File: src/rtl/local_mem_rmw_unit.sv
// Local-memory sub-unit: registered-output RAM bridge with in-order responses,
// hardware AMO read-modify-write and an optional LR/SC reservation (LOCAL_MEM_LRSC_EN).
module local_mem_rmw_unit #(
    parameter int READ_LATENCY = 1,
    parameter int ADDR_WIDTH   = 30,
    parameter int INCLUDE_AMO  = 1
) (
    input  logic                  clk,
    input  logic                  rst_n,
    input  logic                  new_request,
    input  logic [31:0]           addr,
    input  logic                  re,
    input  logic                  we,
    input  logic [3:0]            be,
    input  logic [31:0]           data_in,
    input  logic [4:0]            amo_op,
    input  logic                  is_rmw,
    input  logic                  is_lr,
    input  logic                  is_sc,
    output logic                  ready,
    output logic                  data_valid,
    output logic [31:0]           data_out,
    output logic                  mem_en,
    output logic [ADDR_WIDTH-1:0] mem_addr,
    output logic [3:0]            mem_be,
    output logic [31:0]           mem_data_in,
    input  logic [31:0]           mem_data_out
);
    localparam bit AMO_EN = (INCLUDE_AMO != 0);

    typedef enum logic [1:0] {IDLE, WAIT, WRITE} state_t;

    state_t                  state, state_next;
    logic [1:0]              cnt, cnt_next;
    logic [ADDR_WIDTH-1:0]   word_addr, rmw_addr;
    logic [31:0]             rs2, amo_result;
    logic [4:0]              rmw_op;
    logic                    accept, rmw_start, sc_ok, sc_status;
    logic [READ_LATENCY-1:0] vld_p, sc_p, status_p;
    logic                    unused_bits;

    assign word_addr   = addr[ADDR_WIDTH+1:2];
    assign ready       = (state == IDLE);
    assign accept      = new_request & ready;
    assign rmw_start   = accept & is_rmw & AMO_EN;
    assign unused_bits = ^{addr, is_lr};

    function automatic logic [31:0] amo_alu(input logic [4:0] op, input logic [31:0] a,
                                            input logic [31:0] b);
        logic signed [31:0] sa, sb;
        sa = a;
        sb = b;
        case (op)
            5'b00000: amo_alu = a + b;
            5'b00100: amo_alu = a ^ b;
            5'b01000: amo_alu = a | b;
            5'b01100: amo_alu = a & b;
            5'b10000: amo_alu = (sa < sb) ? a : b;
            5'b10100: amo_alu = (sa > sb) ? a : b;
            5'b11000: amo_alu = (a < b) ? a : b;
            5'b11100: amo_alu = (a > b) ? a : b;
            default:  amo_alu = b;
        endcase
    endfunction

    always_comb begin
        state_next  = state;
        cnt_next    = cnt;
        mem_en      = 1'b0;
        mem_addr    = word_addr;
        mem_be      = 4'h0;
        mem_data_in = data_in;
        sc_status   = 1'b0;
        case (state)
            IDLE: begin
                if (new_request) begin
                    if (rmw_start) begin
                        mem_en     = 1'b1;
                        state_next = WAIT;
                        cnt_next   = 2'(READ_LATENCY - 1);
                    end else if (is_sc) begin
                        mem_en    = sc_ok;
                        mem_be    = sc_ok ? be : 4'h0;
                        sc_status = ~sc_ok;
                    end else begin
                        mem_en = 1'b1;
                        mem_be = we ? be : 4'h0;
                    end
                end
            end
            WAIT: begin
                if (cnt == 2'd0) state_next = WRITE;
                else             cnt_next   = cnt - 2'd1;
            end
            WRITE: begin
                mem_en      = 1'b1;
                mem_addr    = rmw_addr;
                mem_be      = 4'hF;
                mem_data_in = amo_result;
                state_next  = IDLE;
            end
            default: state_next = IDLE;
        endcase
    end

    always_ff @(posedge clk or negedge rst_n) begin
        if (!rst_n) begin
            state <= IDLE;
            cnt   <= 2'd0;
        end else begin
            state <= state_next;
            cnt   <= cnt_next;
        end
    end

    // RMW operands are captured at accept; the ALU result on the read-return cycle
    always_ff @(posedge clk) begin
        if (rmw_start) begin
            rmw_addr <= word_addr;
            rs2      <= data_in;
            rmw_op   <= amo_op;
        end
        if (state == WAIT && cnt == 2'd0) amo_result <= amo_alu(rmw_op, mem_data_out, rs2);
    end

`ifdef LOCAL_MEM_LRSC_EN
    logic                  resv_valid;
    logic [ADDR_WIDTH-1:0] resv_addr;

    assign sc_ok = resv_valid && (resv_addr == word_addr);

    always_ff @(posedge clk or negedge rst_n) begin
        if (!rst_n) begin
            resv_valid <= 1'b0;
            resv_addr  <= '0;
        end else if (state == WRITE) begin
            if (resv_addr == rmw_addr) resv_valid <= 1'b0;
        end else if (accept && !rmw_start) begin
            if (is_sc) begin
                resv_valid <= 1'b0;
            end else if (is_lr) begin
                resv_valid <= 1'b1;
                resv_addr  <= word_addr;
            end else if (we && be != 4'h0 && sc_ok) begin
                resv_valid <= 1'b0;
            end
        end
    end
`else
    assign sc_ok = 1'b1;
`endif

    // Response pipeline: depth matches RAM read latency so SC status and load data stay ordered
    always_ff @(posedge clk or negedge rst_n) begin
        if (!rst_n) begin
            vld_p <= '0;
        end else begin
            vld_p[0] <= accept & re;
            for (int i = 1; i < READ_LATENCY; i++) vld_p[i] <= vld_p[i-1];
        end
    end

    always_ff @(posedge clk) begin
        sc_p[0]     <= accept & is_sc & ~rmw_start;
        status_p[0] <= sc_status;
        for (int i = 1; i < READ_LATENCY; i++) begin
            sc_p[i]     <= sc_p[i-1];
            status_p[i] <= status_p[i-1];
        end
    end

    assign data_valid = vld_p[READ_LATENCY-1];
    assign data_out   = sc_p[READ_LATENCY-1] ? {31'b0, status_p[READ_LATENCY-1]} : mem_data_out;

endmodule

File: config.mk
export PLATFORM = sky130hd
export DESIGN_NAME = local_mem_rmw_unit
export DESIGN_NICKNAME = d
export VERILOG_FILES = /design/src/rtl/local_mem_rmw_unit.sv
export SDC_FILE = /design/constraint.sdc
export NUM_CORES = 1
export LEC_CHECK = 0
export ABC_AREA = 1
export ABC_CLOCK_PERIOD_IN_PS = 12300
export BUFFER_PORTS_ARGS = -buffer_cell sky130_fd_sc_hd__buf_2
export CAP_MARGIN = 20
export CORE_UTILIZATION = 35
export CTS_CLUSTER_DIAMETER = 200
export CTS_CLUSTER_SIZE = 28
export DETAILED_ROUTE_END_ITERATION = 10
export PLACE_DENSITY = 0.56
export SLEW_MARGIN = 10
export SYNTH_ARGS = -nofsm -noshare
export SYNTH_HDL_FRONTEND = slang
export SYNTH_SLANG_ARGS = --single-unit
File: constraint.sdc
create_clock -name clk -period 12.3 [get_ports clk]
set_input_delay 3.075 -clock clk [delete_from_list [all_inputs] [get_ports clk]]
set_output_delay 3.075 -clock clk [all_outputs]
set_load 0.03 [all_outputs]
## Word-level counts from Yosys, hierarchy flattened

Index checks and enable logic that the tools add are counted.

| word-level totals | value |
|---|---|
| word-level logic and storage cells | 66 |
| input port bits | 113 |
| bits in registers | 105 |

| cells by class | value |
|---|---|
| equality and inequality tests | 13 |
| mux-type cells | 23 |
| bitwise gates (word level) | 9 |
| magnitude comparators | 4 |
| reductions and logical operators | 7 |
| $add $sub $neg | 2 |

Operators by type and width:

| kind | count |
|---|---|
| $pmux 32 s8 | 1 |
| $mux 32 | 6 |
| $gt 32x32->1 | 2 |
| $lt 32x32->1 | 2 |
| $add 32x32->32 | 1 |
| $and 32x32->32 | 1 |
| $or 32x32->32 | 1 |
| $xor 32x32->32 | 1 |
| $mux 30 | 1 |
| $eq 5x5->1 const B | 4 |
| $mux 4 | 4 |
| $mux 2 | 6 |
| $eq 5x4->1 const B | 2 |
| $pmux 2 s2 | 2 |
| $pmux 4 s2 | 1 |
| $ne 2x2->1 const B | 3 |
| $and 1x1->1 | 5 |
| $eq 5x3->1 const B | 1 |
| $logic_not 5->1 | 1 |
| $logic_not 2->1 | 2 |
| $reduce_and 4->1 | 1 |
| $reduce_and 3->1 | 1 |
| $eq 2x1->1 const B | 1 |
| $eq 2x2->1 const B | 1 |
| other kinds (7) | 7 |

## Logic depth before layout (Yosys ltp)

Gate-level depths: netlist of run 1.

| logic depth | value |
|---|---|
| depth in word-level cells | 6 |
| depth in mapped cells | 21 |
| gate-level depth less buffers | 20 |

## Worst setup path before layout of run 1

No wires, ideal clock.

| timing path | value |
|---|---|
| path type | in2out |
| from | input new_request |
| to | output mem_be[0] |
| cell stages on the path | 4 |
| required time | 9225 ps |
| arrival | 4122 ps |
| setup slack | 5103 ps |
| cell sequence | nand2_1 -> nor2_1 -> o211ai_1 -> o21ai_0 |

| between the ends | value |
|---|---|
| cells in the longest elaborated chain, start to end | 5 |

RTL lines:

| what | line | RTL |
|---|---|---|
| start, declared | 10 | `input logic new_request,` |
| $and 1x1->1 | 44 | `assign accept = new_request & ready;` |
| $and 1x1->1 | 45 | `assign rmw_start = accept & is_rmw & AMO_EN;` |
| $mux 4 | 77 | `if (rmw_start) begin` |
| $mux 4 (*) | 76 | `if (new_request) begin` |
| $pmux 4 s2 (*) | 74 | `case (state)` |
| end, declared | 25 | `output logic [3:0] mem_be,` |

Mark *: on every way between the ends. The rest lies on a longest branch, timed or not.

## Worst setup path after layout of run 1

| timing path | value |
|---|---|
| from | input mem_data_out[31] |
| to | register amo_result[6], data pin |

| between the ends | value |
|---|---|
| cells in the longest elaborated chain, start to end | 3 |
| elaborated cells between the ends (all ways) | 9 |

RTL lines:

| what | line | RTL |
|---|---|---|
| start, declared | 27 | `input logic [31:0] mem_data_out` |
| $gt 32x32->1 (tied with other cells) | 61 | `5'b11100: amo_alu = (a > b) ? a : b;` |
| $mux 32, on equally long branches | - |  |
| $pmux 32 s8 (*) | 53 | `case (op)` |
| end signal, assigned | 123 | `if (state == WAIT && cnt == 2'd0) amo_result <= amo_alu(rmw_op, mem_data_out, rs2);` |
| end, declared | 36 | `logic [31:0] rs2, amo_result;` |

Marks and branches as above.
A chain may end at the register's enable or synchronous reset.

==> qor.yml, run 1 <==
status: "completed"
antennaDiodeCount: 0
slowest_stage: "nand2_1"
dr.pass1.iters: 6
ys_types: 42
numCtsBuffers: 9
hold_buffers: 0
hp-class: "reg -> reg"
worstPathCellList: "buf_2, inv_1, ha_1, inv_2, a21oi_1, o21a_1, nand2_1, a21oi_4, nand2_4, nand2_2, nand2_1, nand2_2, nand2_4, nand2_1, nand3_1, nand2_1, nand2_1"
drc: 0
fmax_mhz: 136
die_x_um: 176
cts_resized: 0
synth_top_cell_area_share: 0.281
clk_latency_ns: 0.38
vdd_ir_drop_max_v: 0.000135
synth_ff_type: "edfxtp_1"
worstSetupEndpointType: "flip-flop"
period_needed_ns: 7.36
max_slew_margin: 0.307
wl_um: 38300
seq_area_frac_synth: 0.294
r2r-start: "rs2[31]"
rrSetupSlack_ns: 7.34
rsz0062_at_grt: "false"
crit-reg2reg-capture: "amo_result[6]"
dp_hpwl_um: 27800
worst_r2r_path_depth: 16
drive_gt1_frac: 0.198
critical_path_peak_fanout: 46
initial_core_util: 0.356
async_flop_share: 0.0476
coreArea_um2: 29700
port_buffers: 210
timing.final.ws_setup_ns: 4.94
yosys_warnings: 0
syn_inst: 1484
clock-sinks: 105
pre_cts_ws_ns: 4.71
syn-num-nets: 1695
dieArea_um2: 31000
rows: 63
power.density_nw_per_um2: 90.1
max-cap-violations: 0
fin_crit_sh: 0.599
drt_iter0_markers: 877
grtUsageTotal: 0.250
overflow: 0
cp_num_buf_inv: 3
tightest_slew_ns: 1.04
crit_top_cell: "nand2_1"
ant_nets: 0
final_nets: 1865
avgSynthCellArea_um2: 7.14
tritoncts: "done"
viasPerCell: 5.43
crit_type: "in -> reg"
cts-root-buf: "clkbuf_16"
cts_max_level: 3
slew_violations: 0
grt_pass1_vias: 10600
crit_family: "simple AND/OR/NAND/NOR gates"
arrival_ns: 7.50
ys_ff_latch: 105
routabilityCongestion: 0.923
syn_area_um2: 10600
fin_tns_setup_ns: 0
area_growth_syn_to_layout_pct: 16.1
antenna_found_initial: 0
hold_end: "cnt[1]"
worstPathRequired_ns: 12.44
yosysMostFrequentCell: "nand2_1"
setup_viol: 0
n_fill_cell: 3127
synth_top_area_cell: "edfxtp_1"
synthTopCellsByCount: "nand2_1 (323), nand3_1 (197), nor2_1 (192)"
clk_path_buf_depth: 2
synthTopCellsByArea: "edfxtp_1 (28%), ha_1 (11%), nand2_1 (11%)"
regArea_um2: 3120
total_leakage_power_nw: 5.75
holdPathStages: 2
die_y_um: 176
synth_edf_count: 99
dr_total_vias: 11100
multi_input_area_um2: 6580
hp-start: "cnt[1]"
ios: 214
avgRoutedWirePerCell_um: 18.7
cts_setup_buffers: 0
critPathLaunchType: "input port"
critPathMaxStageDelay_ns: 0.73
fin_skew_ns: 0.00841
grt_max_degree: 68
clk_pin_slew_worst_paths_ns: 0.07
hold_viol_final: 0
grt_pass1_wl_um: 59600
[flip-flops by register name, indices dropped and copies added, names as in the netlist]
signal,count
amo_result,32
cnt,2
data_valid,1
rmw_addr,30
rmw_op,5
rs2,32
sc_p,1
state,2
[stage by stage]
step | std cells | area (µm²) | total power (W) | util | hold slack (ns)
after floorplan | 1484 | 10600 | 0.000677 | - | 0.493
after global placement | 2032 | 12000 | 0.000791 | 0.402 | 0.519
after detailed placement | 2032 | 12000 | 0.000794 | 0.402 | 0.528
after CTS | 2048 | 12300 | 0.00111 | 0.413 | 0.544
after global routing | 2049 | 12300 | 0.00116 | 0.414 | 0.582
final | 2049 | 12300 | 0.00111 | 0.414 | 0.536
[layout by cell type (no fill, tap or decap), drive strengths merged]
cell type and count:
nand2 331, nand3b 6, ha 97, o221ai 2, clkbuf 9, nand3 199, o2111ai 4, o21a 4
a21o 3, nor2 196, mux2 62, inv 167, a221oi 17, nor3 10, xor2 2, fa 1
o21ai 73, dfxtp 1, a21boi 2, a21oi 75, bufinv 2, nand4 27, and3 1, o22ai 7
clkinv 3, a211oi 10, dfrtp 5, nor4 2, buf 224, o211ai 15, o21bai 3, edfxtp 99
[area by class of cell]
class                   instances  area share
multi-input cells            1149       0.536
flip-flops and latches        105       0.254
repair buffers                224      0.0951
inverters                     165      0.0504
well taps                     390      0.0397
clock buffers                   9      0.0183
clock inverters                 7     0.00733
[layer usage]
metal  global-route usage  part of all wire
met1                0.338              0.45
met2                0.393              0.45
met3               0.0495             0.078
met4               0.0909             0.022
met5                    0                 0
[power by group]
part	switching [W]	internal [W]
registers	0.00000848	0.000411
clock network	0.000138	0.000178
logic	0.000261	0.000111
[tightest hold or removal path, stage by stage (launching register included)]
cell and delay, ns:
dfrtp_1 0.32, inv_1 0.05, o22ai_1 0.12
[cell families (layout without fill, tap and decap cells)]
kind of cell | Yosys count | count (layout) | share of synthesized area
adder cells (fa/ha/maj) | 98 | 98 | 0.117
AO/OA/AOI/OAI | 215 | 215 | 0.120
AND/OR/NAND/NOR | 772 | 772 | 0.313
buffers and inverters | 230 | 405 | 0.0878
flip-flops | 105 | 105 | 0.294
multiplexers | 62 | 62 | 0.0659
XOR/XNOR | 2 | 2 | 0.00165
[worst max path at each step]
stage	from	to	slack, ns	cells past startpoint
floorplan	new_request	mem_be[0]	5.10	4
detailed placement	mem_data_out[23]	amo_result[13]	4.71	15
finish	mem_data_out[31]	amo_result[6]	4.94	17
global placement	mem_data_out[26]	amo_result[7]	4.73	17
CTS	mem_data_out[23]	amo_result[13]	5.11	17
global route	mem_data_out[31]	amo_result[14]	4.78	17
Note: power is estimated with default switching activity, not from simulation.
==> run 2, diff against run 1 <==
Settings changed: ABC_CLOCK_PERIOD_IN_PS 12300 to 6000, PLACE_DENSITY 0.56 to 0.58.
Clock period 12.3 ns to 6 ns, I/O delays scaled along.
==> run 2 against run 1 <==
Against the previous run: design area up 1.1%; utilization increased by 0.45 points; via count grew 1.1%; sequential share of layout area down 0.27 points; combinational power up 110%; critical endpoint is now amo_result[28]; global-route usage increased by 0.32 points; wire length is 2.3% higher; clock-buffer cell count is 1 higher.
==> qor.yml, run 2 (same netlist as run 1, synthesis figures left out) <==
die_y_um: 176  # unchanged
port_buffers: 210  # unchanged
antennaDiodeCount: 0  # unchanged
final_nets: 1882  # +0.91%
max-cap-violations: 0  # unchanged
routabilityCongestion: 0.948  # +2.6%
drt_iter0_markers: 1080  # +23%
fin_crit_sh: 0.776
grt_pass1_vias: 10600  # -0.26%
grt_max_degree: 68  # unchanged
holdPathStages: 2  # unchanged
status: "completed"
clk_pin_slew_worst_paths_ns: 0.07  # about the same
wl_um: 39200  # +2.3%
fin_cells: 2066  # +0.83%
numCtsBuffers: 9  # unchanged
worstPathCellList: "buf_2, inv_1, ha_1, nor2_1, nand3_1, nor2_4, and3_1, nand2_2, nand2_4, buf_4, nand2_2, nand2_2, buf_4, nand3_1, nand3_1, nand2_1, nor2_1, nor2_1"
ios: 214  # unchanged
slowest_stage: "ha_1"
max_slew_margin: 0.300  # -0.00688
crit_type: "in -> reg"
area_growth_syn_to_layout_pct: 17.3
clk_latency_ns: 0.38  # about the same
overflow: 0  # unchanged
fin_skew_ns: 0.0134  # +0.00497 ns
rows: 63  # unchanged
critPathMaxStageDelay_ns: 0.43  # -0.30 ns
vdd_ir_drop_max_v: 0.000324  # +140%
cts_max_level: 3  # unchanged
setup_viol: 0  # unchanged
dieArea_um2: 31000  # unchanged
tightest_slew_ns: 1.05  # +0.0103 ns
most-common-layout-cells: "nand2_1 (322), buf_2 (210), nand3_1 (196), nor2_1 (189), inv_1 (158)"
worstSetupEndpointType: "flip-flop"
cts_resized: 0  # unchanged
tritoncts: "done"
critPathLaunchType: "input port"
cts_setup_buffers: 0  # unchanged
layout_commonest_cell: "nand2_1"
final_area_um2: 12400  # +1.1%
dp_hpwl_um: 29100  # +4.7%
drc: 0  # unchanged
power.total_w: 0.00228  # +110%
avgRoutedWirePerCell_um: 19.0  # +1.5%
reg_top3: "amo_result: 32 flops, rs2: 32 flops, rmw_addr: 30 flops"
r2r-start: "rs2[27]"
total_leakage_power_nw: 5.83  # +1.4%
drive_gt1_frac: 0.207  # +0.00873
grt_pass1_wl_um: 59800  # +0.24%
clock-sinks: 105  # unchanged
fmax_mhz: 215
crit-reg2reg-capture: "amo_result[28]"
worst_r2r_path_depth: 17  # +1
period_needed_ns: 4.65
slew_violations: 0  # unchanged
critical_path_peak_fanout: 16  # -65%
rsz0062_at_grt: "false"
hold_buffers: 0  # unchanged
die_x_um: 176  # unchanged
grtUsageTotal: 0.253  # +0.00319
coreArea_um2: 29700  # unchanged
dr.pass1.iters: 5  # -1
arrival_ns: 4.79  # -2.71 ns
power.density_nw_per_um2: 184  # +100%
hp-start: "cnt[1]"
antenna_found_initial: 0  # unchanged
hp-class: "reg -> reg"
viasPerCell: 5.45  # +0.27%
cts-root-buf: "clkbuf_16"
placed_cells: 2049  # +0.84%
place_area_um2: 12100  # +1.2%
finish.utilization: 0.418  # +0.00446
ant_nets: 0  # unchanged
initial_core_util: 0.356  # unchanged
clk_path_buf_depth: 2  # unchanged
hold_end: "cnt[1]"
rrSetupSlack_ns: 2.19  # -5.15 ns
fin_tns_setup_ns: 0  # unchanged
worstPathRequired_ns: 6.14  # -6.30 ns
dr_total_vias: 11300  # +1.1%
hold_viol_final: 0  # unchanged
run 2: cell count changes in the layout (fill, tap and decap cells not counted), sizes merged:
cell and change:
bufinv -1, inv +1, buf +17, clkinv -2, clkinvlp +1, clkbuf +1
run 2: worst max-delay path by stage:
stage,startpoint,to,slack (ns),cells past startpoint
3_3_place_gp,mem_data_out[26],amo_result[25],1.06,18
4_1_cts,mem_data_out[26],amo_result[28],1.40,18
5_1_grt,mem_data_out[26],amo_result[25],1.15,18
3_5_place_dp,mem_data_out[26],amo_result[28],1.01,18
6_report,mem_data_out[26],amo_result[28],1.35,18
2_1_floorplan,new_request,rmw_addr[0],1.05,2
run 2: area by class of cell:
class                   instances  area, µm²
well taps                     390        488
clock inverters                 6       71.3
multi-input cells            1149       6580
clock buffers                  10        239
fillers                      3079      17300
repair buffers                241       1310
inverters                     165        619
flip-flops and latches        105       3120
run 2: metrics by stage:
step                      setup WS [ns]  hold slack, ns
final                              1.35           0.555
after global placement             1.06           0.520
after floorplan                    1.05           0.493
after CTS                          1.40           0.560
after global routing               1.15           0.580
after detailed placement           1.01           0.545
run 2: per-layer routing:
layer | GRT usage | wire length [µm]
met4 | 0.100 | 1160
met1 | 0.334 | 17200
met2 | 0.402 | 17300
met5 | 0 | 0
met3 | 0.0543 | 3470
run 2: report_power, final:
| group | internal, W | leakage, nW | switching (W) | total (W) |
|---|---|---|---|---|
| Sequential | 0.000843 | 0.993 | 0.0000171 | 0.000860 |
| Combinational | 0.000242 | 4.69 | 0.000545 | 0.000787 |
| Clock | 0.000340 | 0.151 | 0.000296 | 0.000636 |
run 2: worst max-delay path, delay by kind of cell:
family | cells | cell delay, ns
AND/OR/NAND/NOR | 13 | 1.97
adder cells (fa/ha/maj) | 1 | 0.43
buffers and inverters | 4 | 0.88
